### src/rtl/counter_bank_if.sv
// Register-block side bundle for counter_bank: per-channel configuration and actions in,
// count and status out. Per-channel fields are packed, channel i at [i*W +: W].
interface counter_bank_if #(
    parameter int unsigned CHANNELS = 4,
    parameter int unsigned WIDTH    = 32,
    parameter int unsigned PRESC_W  = 8
);
    logic [CHANNELS-1:0]         enable;
    logic [CHANNELS-1:0]         auto_restart;
    logic [CHANNELS-1:0]         down;
    logic [CHANNELS*WIDTH-1:0]   cap;
    logic [CHANNELS*PRESC_W-1:0] presc;
    logic [CHANNELS-1:0]         load;
    logic [CHANNELS*WIDTH-1:0]   load_val;
    logic [CHANNELS-1:0]         ovf_clear;
    logic [CHANNELS*WIDTH-1:0]   count;
    logic [CHANNELS-1:0]         overflow;
    logic [CHANNELS-1:0]         ovf_sticky;
    logic [CHANNELS-1:0]         done;
    logic                        irq;

    modport master (
        output enable, auto_restart, down, cap, presc, load, load_val, ovf_clear,
        input  count, overflow, ovf_sticky, done, irq
    );

    modport slave (
        input  enable, auto_restart, down, cap, presc, load, load_val, ovf_clear,
        output count, overflow, ovf_sticky, done, irq
    );
endinterface

### src/rtl/counter_bank.sv
// Multi-channel counter core: per-channel prescaler, up/down, one-shot or auto-restart,
// sticky overflow, and an interrupt that ORs all sticky flags.
module counter_bank #(
    parameter int unsigned CHANNELS = 4,
    parameter int unsigned WIDTH    = 32,
    parameter int unsigned PRESC_W  = 8
) (
    input  logic          clk,
    input  logic          reset,
    counter_bank_if.slave bus
);

    logic [CHANNELS-1:0][PRESC_W-1:0] p_q, p_d;
    logic [CHANNELS-1:0][WIDTH-1:0]   count_q, count_d;
    logic [CHANNELS-1:0]              done_q, done_d;
    logic [CHANNELS-1:0]              ovf_q, ovf_d;
    logic [CHANNELS-1:0]              sticky_q, sticky_d;

    always_comb begin
        p_d      = p_q;
        count_d  = count_q;
        done_d   = done_q;
        ovf_d    = '0;
        sticky_d = sticky_q;
        for (int i = 0; i < CHANNELS; i++) begin
            // load wins over any tick evaluated on the same edge
            if (bus.load[i]) begin
                count_d[i] = bus.load_val[i*WIDTH +: WIDTH];
                p_d[i]     = '0;
                done_d[i]  = 1'b0;
            end else if (bus.enable[i] && !done_q[i]) begin
                if (p_q[i] == bus.presc[i*PRESC_W +: PRESC_W]) begin
                    p_d[i] = '0;
                    if (bus.down[i]) begin
                        if (count_q[i] == '0) begin
                            ovf_d[i] = 1'b1;
                            if (bus.auto_restart[i]) count_d[i] = bus.cap[i*WIDTH +: WIDTH];
                            else                     done_d[i]  = 1'b1;
                        end else begin
                            count_d[i] = count_q[i] - WIDTH'(1);
                        end
                    end else begin
                        // >= so a cap lowered below the running count still terminates
                        if (count_q[i] >= bus.cap[i*WIDTH +: WIDTH]) begin
                            ovf_d[i] = 1'b1;
                            if (bus.auto_restart[i]) count_d[i] = '0;
                            else                     done_d[i]  = 1'b1;
                        end else begin
                            count_d[i] = count_q[i] + WIDTH'(1);
                        end
                    end
                end else begin
                    p_d[i] = p_q[i] + PRESC_W'(1);
                end
            end
            // a new overflow beats a simultaneous clear
            if (ovf_d[i])              sticky_d[i] = 1'b1;
            else if (bus.ovf_clear[i]) sticky_d[i] = 1'b0;
        end
    end

    always_ff @(posedge clk or negedge reset) begin
        if (!reset) begin
            p_q      <= '0;
            count_q  <= '0;
            done_q   <= '0;
            ovf_q    <= '0;
            sticky_q <= '0;
        end else begin
            p_q      <= p_d;
            count_q  <= count_d;
            done_q   <= done_d;
            ovf_q    <= ovf_d;
            sticky_q <= sticky_d;
        end
    end

    assign bus.count      = count_q;
    assign bus.overflow   = ovf_q;
    assign bus.ovf_sticky = sticky_q;
    assign bus.done       = done_q;
    assign bus.irq        = |sticky_q;

endmodule

### src/flat_wrapper.sv
// flat-port wrapper written by rule: the top's interface ports become plain ports
module counter_bank_flat 
#(
    parameter int unsigned CHANNELS = 4,
    parameter int unsigned WIDTH    = 32,
    parameter int unsigned PRESC_W  = 8
)
  (clk, reset, bus_enable, bus_auto_restart, bus_down, bus_cap, bus_presc, bus_load, bus_load_val, bus_ovf_clear, bus_count, bus_overflow, bus_ovf_sticky, bus_done, bus_irq);
  counter_bank_if #(.CHANNELS(CHANNELS), .WIDTH(WIDTH), .PRESC_W(PRESC_W)) bus_i ();
  input  logic clk;
  input  logic reset;
  input wire logic [$bits(bus_i.enable)-1:0] bus_enable;
  input wire logic [$bits(bus_i.auto_restart)-1:0] bus_auto_restart;
  input wire logic [$bits(bus_i.down)-1:0] bus_down;
  input wire logic [$bits(bus_i.cap)-1:0] bus_cap;
  input wire logic [$bits(bus_i.presc)-1:0] bus_presc;
  input wire logic [$bits(bus_i.load)-1:0] bus_load;
  input wire logic [$bits(bus_i.load_val)-1:0] bus_load_val;
  input wire logic [$bits(bus_i.ovf_clear)-1:0] bus_ovf_clear;
  output wire logic [$bits(bus_i.count)-1:0] bus_count;
  output wire logic [$bits(bus_i.overflow)-1:0] bus_overflow;
  output wire logic [$bits(bus_i.ovf_sticky)-1:0] bus_ovf_sticky;
  output wire logic [$bits(bus_i.done)-1:0] bus_done;
  output wire logic [$bits(bus_i.irq)-1:0] bus_irq;
  assign bus_i.enable = bus_enable;
  assign bus_i.auto_restart = bus_auto_restart;
  assign bus_i.down = bus_down;
  assign bus_i.cap = bus_cap;
  assign bus_i.presc = bus_presc;
  assign bus_i.load = bus_load;
  assign bus_i.load_val = bus_load_val;
  assign bus_i.ovf_clear = bus_ovf_clear;
  assign bus_count = bus_i.count;
  assign bus_overflow = bus_i.overflow;
  assign bus_ovf_sticky = bus_i.ovf_sticky;
  assign bus_done = bus_i.done;
  assign bus_irq = bus_i.irq;
  counter_bank #(.CHANNELS(CHANNELS), .WIDTH(WIDTH), .PRESC_W(PRESC_W)) u_core (.clk(clk), .reset(reset), .bus(bus_i));
endmodule
### config.mk
export PLATFORM = sky130hd
export DESIGN_NAME = counter_bank_flat
export DESIGN_NICKNAME = d
export VERILOG_FILES = /design/src/rtl/counter_bank_if.sv /design/src/rtl/counter_bank.sv /design/src/flat_wrapper.sv
export SDC_FILE = /design/constraint.sdc
export NUM_CORES = 1
export LEC_CHECK = 0
export ABC_AREA = 1
export CAP_MARGIN = 0
export CORE_MARGIN = 1.5
export CORE_UTILIZATION = 50
export DETAILED_ROUTE_END_ITERATION = 7
export HOLD_SLACK_MARGIN = 0.05
export PLACE_DENSITY = 0.83
export SYNTH_ARGS = -nofsm -noshare
export SYNTH_HDL_FRONTEND = slang
export SYNTH_SLANG_ARGS = --single-unit
### constraint.sdc
create_clock -name clk -period 3.9 [get_ports clk]
set_clock_uncertainty 0.1 [all_clocks]
set_input_delay 0.78 -clock clk [delete_from_list [all_inputs] [get_ports clk]]
set_output_delay 0.78 -clock clk [all_outputs]
set_load 0.1 [all_outputs]
==> impl_metrics.ini, run 1 <==
[place]
place_congestion = 1.06
place_hpwl_um = 69800
placed_area_um2 = 27300
port_buffers = 450

[sta]
drv_slew = 0
fin_crit_sh = 0.851
fmax_mhz = 301
relSlewSlack = 0.297
whs_ps = 264
grt_setup_unrepaired = no
hold_viol_final = 0
setup_viol = 0
finalSetupTns_ps = 0
layout_min_cycle_time_ps = 3320
max_slew.worst_pin.slew_ps = 1050

[floorplan]
initial_utilization = 0.505
die_h_um = 217
ios = 451
die_w_um = 217
core_um2 = 45200
fp-row-count = 78
dieArea_um2 = 46900

[layout]
layout-drive-gt1-share = 0.0647
final_area_um2 = 27900
nFillCells = 4489
fin_nets = 4751
syn2layout_area_growth_pct = 22.4

[critical_path]
rr_startpoint = u_core.bus.count[25]
cp_slowest_cell = nor4_1
path_cells = clkdlybuf4s50_1 -> inv_1 -> ha_1 -> nand2_1 -> nor2_1 -> nand2_1 -> nor4_1 -> nand2_1 -> nand2_1 -> nand2_1 -> nand2_2 -> buf_12 -> inv_2 -> nand3_1 -> nand2_1
critical_path_arrival_ps = 3610
cp_max_fo = 60
crit_start = bus_cap[27]
crit_type = primary input to flop
critPathCaptureType = flop
cp-start-kind = primary input
crit_top_cell = nand2_1
critical_path.max_stage_delay_ps = 590
path_buf_inv = 4
crit_required_ps = 4190
cp_top_family = simple AND/OR/NAND/NOR gates

[flow_run]
drv_cap = 0

[clock_network]
clk_latency_ps = 500
cts-root-buf = clkbuf_16
numCtsBuffers = 17
clkTransAtPathRegs_ps = 70
cts_tree = yes
ctsHoldBuffers = 0
h-tree-depth = 4
clk_path_buf_depth = 2
cts.sinks = 172
cts_setup_buffers = 0
post_cts_resized = 0

[power_and_ir_drop]
p_seq_frac = 0.268
leakagePower_nw = 13.8
clockPowerShare = 0.177
power_density_nw_per_um2 = 388
p_sw_frac = 0.550
p_switching_mw = 5.95
vdd_drop_max_mv = 0.416
p_int_mw = 4.88
comb_power_share = 0.554

[grt]
grt_max_degree = 90
antenna_found_initial = 11
overflow = 0
first_global_vias = 25700
grt_pass1_wl_um = 139000
gr-usage-all-layers = 0.376

[routing]
avgViaCountPerCell = 5.55
drt_iter0_drc = 3055
totalWireLength_um = 89500
vias = 27300
routedWlPerCell_um = 18.2
ant_nets = 0
drc = 0
dr.pass1.iters = 6

[synthesis]
avgSynthCellArea_um2 = 5.76
synth_cell_types = 55
syn-num-nets = 4416
synth_edf_count = 0
synthCells = 3962
synth-main-ff-cell = dfrtp_1
yosys_warnings = 0
ys_seq_area_frac = 0.189
async_flop_share = 1.00
netlist_area_um2 = 22800
yosys_register_bits = 172

[hold_path]
min-delay-path-class = primary input to async pin

[run_status]
status = finished, final reports clean
cells in the final DEF (no fill, tap or decap), drive strengths merged, types with 7 or more instances in the layout:
cell type / count
nand2: 1355
nor2: 625
inv: 418
clkdlybuf4s50: 395
nand3: 307
a21oi: 207
dfrtp: 172
ha: 144
o21ai: 129
xor2: 127
buf: 96
nor3: 64
or2: 63
nand4: 58
xnor2: 45
nand3b: 20
clkbuf: 18
o21a: 9
diode: 7
o22ai: 7
cell type report:
class                   instances  area (um^2)  area share
multi-input cells            3199        16000       0.571
diodes                          7         17.5    0.000627
clock buffers                  17          425      0.0152
well taps                     600          751      0.0269
repair buffers                492         4730       0.169
inverters                     415         1560      0.0559
flip-flops and latches        172         4300       0.154
clock inverters                15          189     0.00677
worst paths after layout:
kind	to	slack (ps)	cells past startpoint
min in group clk	u_core.p_q[16]	450	1
max in group asynchronous	u_core.bus.count[119]	2620	2
setup reg to reg	u_core.bus.count[6]	790	13
setup / recovery	u_core.bus.count[6]	580	15
hold / removal	u_core.bus.count[72]	260	1
hold reg to reg	u_core.p_q[16]	450	1
sequential cells by signal (all words and copies together), names as in the netlist:
register / count
u_core.bus.count: 128
u_core.bus.done: 4
u_core.bus.overflow: 4
u_core.p_q: 32
u_core.bus.ovf_sticky: 4
metal layers:
layer	up-vias	global-route usage	routed length, um
li1	13200	-	-
met1	12300	0.471	35500
met2	1478	0.610	40600
met3	278	0.0712	8530
met4	8	0.207	4820
met5	-	0	43
cells by family after synthesis:
| logic type | Yosys count | share of synthesized area |
|---|---|---|
| muxes | 1 | 0.000439 |
| adders and majority gates | 144 | 0.0790 |
| and+or+nand+nor | 2506 | 0.463 |
| DFF | 172 | 0.189 |
| xor gates and xnor gates | 172 | 0.0660 |
| buffers and inverters | 591 | 0.112 |
| AOI/OAI and AO/OA | 376 | 0.0908 |
metrics by stage:
step	utilization	setup slack, ps	power [mW]	std cells
final	0.618	581	10.8	4917
after global routing	0.618	490	11.5	4917
after CTS	0.618	639	10.8	4910
after detailed placement	0.604	252	8.82	4878
after global placement	0.604	250	8.76	4878
after floorplan	-	925	7.09	3962
cells in the mapped netlist, types with 4 or more instances:
library cell	count	area, um^2
xor2_1	127	1110
nand2_2	12	75.1
o21a_1	9	67.6
a21o_1	5	37.5
nor3_1	59	295
o21ai_0	105	526
a21oi_1	205	1030
dfrtp_1	172	4300
nor2_4	11	124
a21boi_0	4	30.0
nor3b_1	5	37.5
inv_2	4	15.0
buf_2	77	385
nand3b_1	20	150
nand3_1	305	1530
clkbuf_1	57	214
o21ai_2	22	193
inv_1	410	1540
xnor2_1	45	394
nand2_1	1340	5030
o22ai_1	7	43.8
buf_6	22	248
or2_2	63	394
nor2_2	23	144
nand4_1	58	363
and3_1	4	25.0
buf_1	7	26.3
buf_4	9	67.6
nor2_1	590	2210
ha_1	144	1800
power groups by stage:
stage	Sequential [mW]	Combinational, mW	Clock, mW
final	2.91	6.01	1.92
after global routing	2.94	6.51	2.01
after CTS	2.87	5.95	1.94
after detailed placement	2.90	5.92	0
after global placement	2.91	5.85	0
after floorplan	4.15	2.93	0
Note: power is estimated with default switching activity, not from simulation.
==> run 2: changes to the inputs <==
--- a/config.mk
+++ b/config.mk
@@ -7,11 +7,13 @@
 export LEC_CHECK = 0
 export ABC_AREA = 1
 export CAP_MARGIN = 0
+export CORE_ASPECT_RATIO = 1.2
 export CORE_MARGIN = 1.5
 export CORE_UTILIZATION = 50
 export DETAILED_ROUTE_END_ITERATION = 7
 export HOLD_SLACK_MARGIN = 0.05
 export PLACE_DENSITY = 0.83
+export SKIP_CTS_REPAIR_TIMING = 1
 export SYNTH_ARGS = -nofsm -noshare
 export SYNTH_HDL_FRONTEND = slang
 export SYNTH_SLANG_ARGS = --single-unit
==> impl_metrics.ini, run 2 (synthesis gave the netlist of run 1 again) <==
[critical_path]
cp_max_fo = 16
critical_path_arrival_ps = 3580
critPathCaptureType = flop
path_cells = clkdlybuf4s50_1 -> inv_1 -> ha_1 -> nand2_1 -> nor2_1 -> nand2_1 -> nor4_1 -> buf_4 -> nand2_1 -> nand2_1 -> nand2_1 -> nand2_2 -> buf_4 -> inv_2 -> nand3_1 -> nand2_1
crit_type = primary input to flop
critical_path.max_stage_delay_ps = 540
crit_required_ps = 4190
cp-start-kind = primary input
crit_top_cell = nand2_1
cp_slowest_cell = nor4_1

[grt]
first_global_vias = 26500
antenna_found_initial = 7
grt_max_degree = 89
gr-usage-all-layers = 0.398
grt_pass1_wl_um = 144000
overflow = 0

[clock_network]
cts.sinks = 172
clk_latency_ps = 500
cts-root-buf = clkbuf_16
h-tree-depth = 4
clkTransAtPathRegs_ps = 80
clk_path_buf_depth = 2
cts_tree = yes
numCtsBuffers = 17

[place]
port_buffers = 450
place_hpwl_um = 74600
place_congestion = 1.08

[layout]
layout_commonest_cell = nand2_1
layout-drive-gt1-share = 0.0720
syn2layout_area_growth_pct = 23.1
largest_register_ffs = 128
final_cell_mix = 1340 x nand2_1, 590 x nor2_1, 410 x inv_1
fin_nets = 4773

[floorplan]
initial_utilization = 0.507
ios = 451
die_h_um = 237
fp-row-count = 85
dieArea_um2 = 46900
core_um2 = 45000
die_w_um = 198

[sta]
setup_viol = 0
layout_min_cycle_time_ps = 3290
fmax_mhz = 304
grt_setup_unrepaired = no
fin_crit_sh = 0.844
relSlewSlack = 0.286
drv_slew = 0
finalSetupTns_ps = 0
max_slew.worst_pin.slew_ps = 1070
hold_viol_final = 0
whs_ps = 196

[routing]
ant_nets = 0
drt_iter0_drc = 2553
drc = 0
totalWireLength_um = 94100
vias = 27700
avgViaCountPerCell = 5.59
routedWlPerCell_um = 19.0
dr.pass1.iters = 6

[power_and_ir_drop]
power_density_nw_per_um2 = 391
vdd_drop_max_mv = 0.396
leakagePower_nw = 13.9
total_power_mw = 11.0

[hold_path]
min-delay-path-class = primary input to async pin

[run_status]
status = finished, final reports clean

[flow_run]
drv_cap = 0
==> run 2: changes by cell type in the layout (fill, tap and decap cells not counted) <==
cell | before | now
buf_4 | 93 | 124
clkdlybuf4s50_1 | 395 | 384
diode_2 | 7 | 5
clkinv_2 | 2 | 0
buf_12 | 3 | 5
bufinv_16 | 3 | 1
clkinvlp_4 | 3 | 2
clkinv_8 | 0 | 2
inv_8 | 2 | 5
==> run 2: cell type report <==
cell class | instances | area (um^2)
multi-input cells | 3199 | 16000
clock buffers | 17 | 425
inverters | 415 | 1560
fillers | 4509 | 16900
repair buffers | 514 | 4890
diodes | 5 | 12.5
flip-flops and latches | 172 | 4300
well taps | 609 | 762
clock inverters | 15 | 178
==> run 2: path summary, 6_finish.rpt <==
| check | from | slack (ps) | depth (start not counted) | endpoint |
|---|---|---|---|---|
| worst max-delay path | bus_cap[27] | 610 | 16 | u_core.bus.count[4] |
| worst min-delay path | reset | 200 | 1 | u_core.bus.count[62] |
| worst max register to register | u_core.bus.count[31] | 880 | 14 | u_core.bus.count[4] |
| worst min register to register | u_core.bus.done[0] | 440 | 2 | u_core.bus.done[0] |
| max in group asynchronous | reset | 2700 | 2 | u_core.bus.count[80] |
| min in group clk | u_core.bus.done[0] | 440 | 2 | u_core.bus.done[0] |
==> run 2: metal layers <==
layer | global-route usage | vias up | share of wire
li1 | - | 13200 | -
met1 | 0.445 | 12400 | 0.36
met2 | 0.670 | 1599 | 0.47
met3 | 0.0832 | 445 | 0.093
met4 | 0.287 | 4 | 0.080
met5 | 0 | - | 0.00023
==> run 2: where the power goes <==
group	switching [mW]	total (mW)	internal, mW
Clock	0.977	1.89	0.917
Combinational	4.40	6.27	1.87
Sequential	0.785	2.82	2.04
Total	6.16	11.0	4.82
==> run 2: worst max-delay path: cells and delay by family <==
kind	cells	cell delay (ps)
AND/OR/NAND/NOR	10	1400
adder cells (fa/ha/maj)	1	290
buffers and inverters	5	1100
==> run 2: stage by stage <==
step / instance area, um^2 / setup WS (ps) / std cells / util
after floorplan: 22800 / 925 / 3962 / -
after global placement: 27500 / 350 / 4909 / 0.611
after detailed placement: 27500 / 303 / 4909 / 0.611
after CTS: 28100 / 648 / 4941 / 0.624
after global routing: 28100 / 529 / 4944 / 0.624
final: 28100 / 608 / 4946 / 0.624
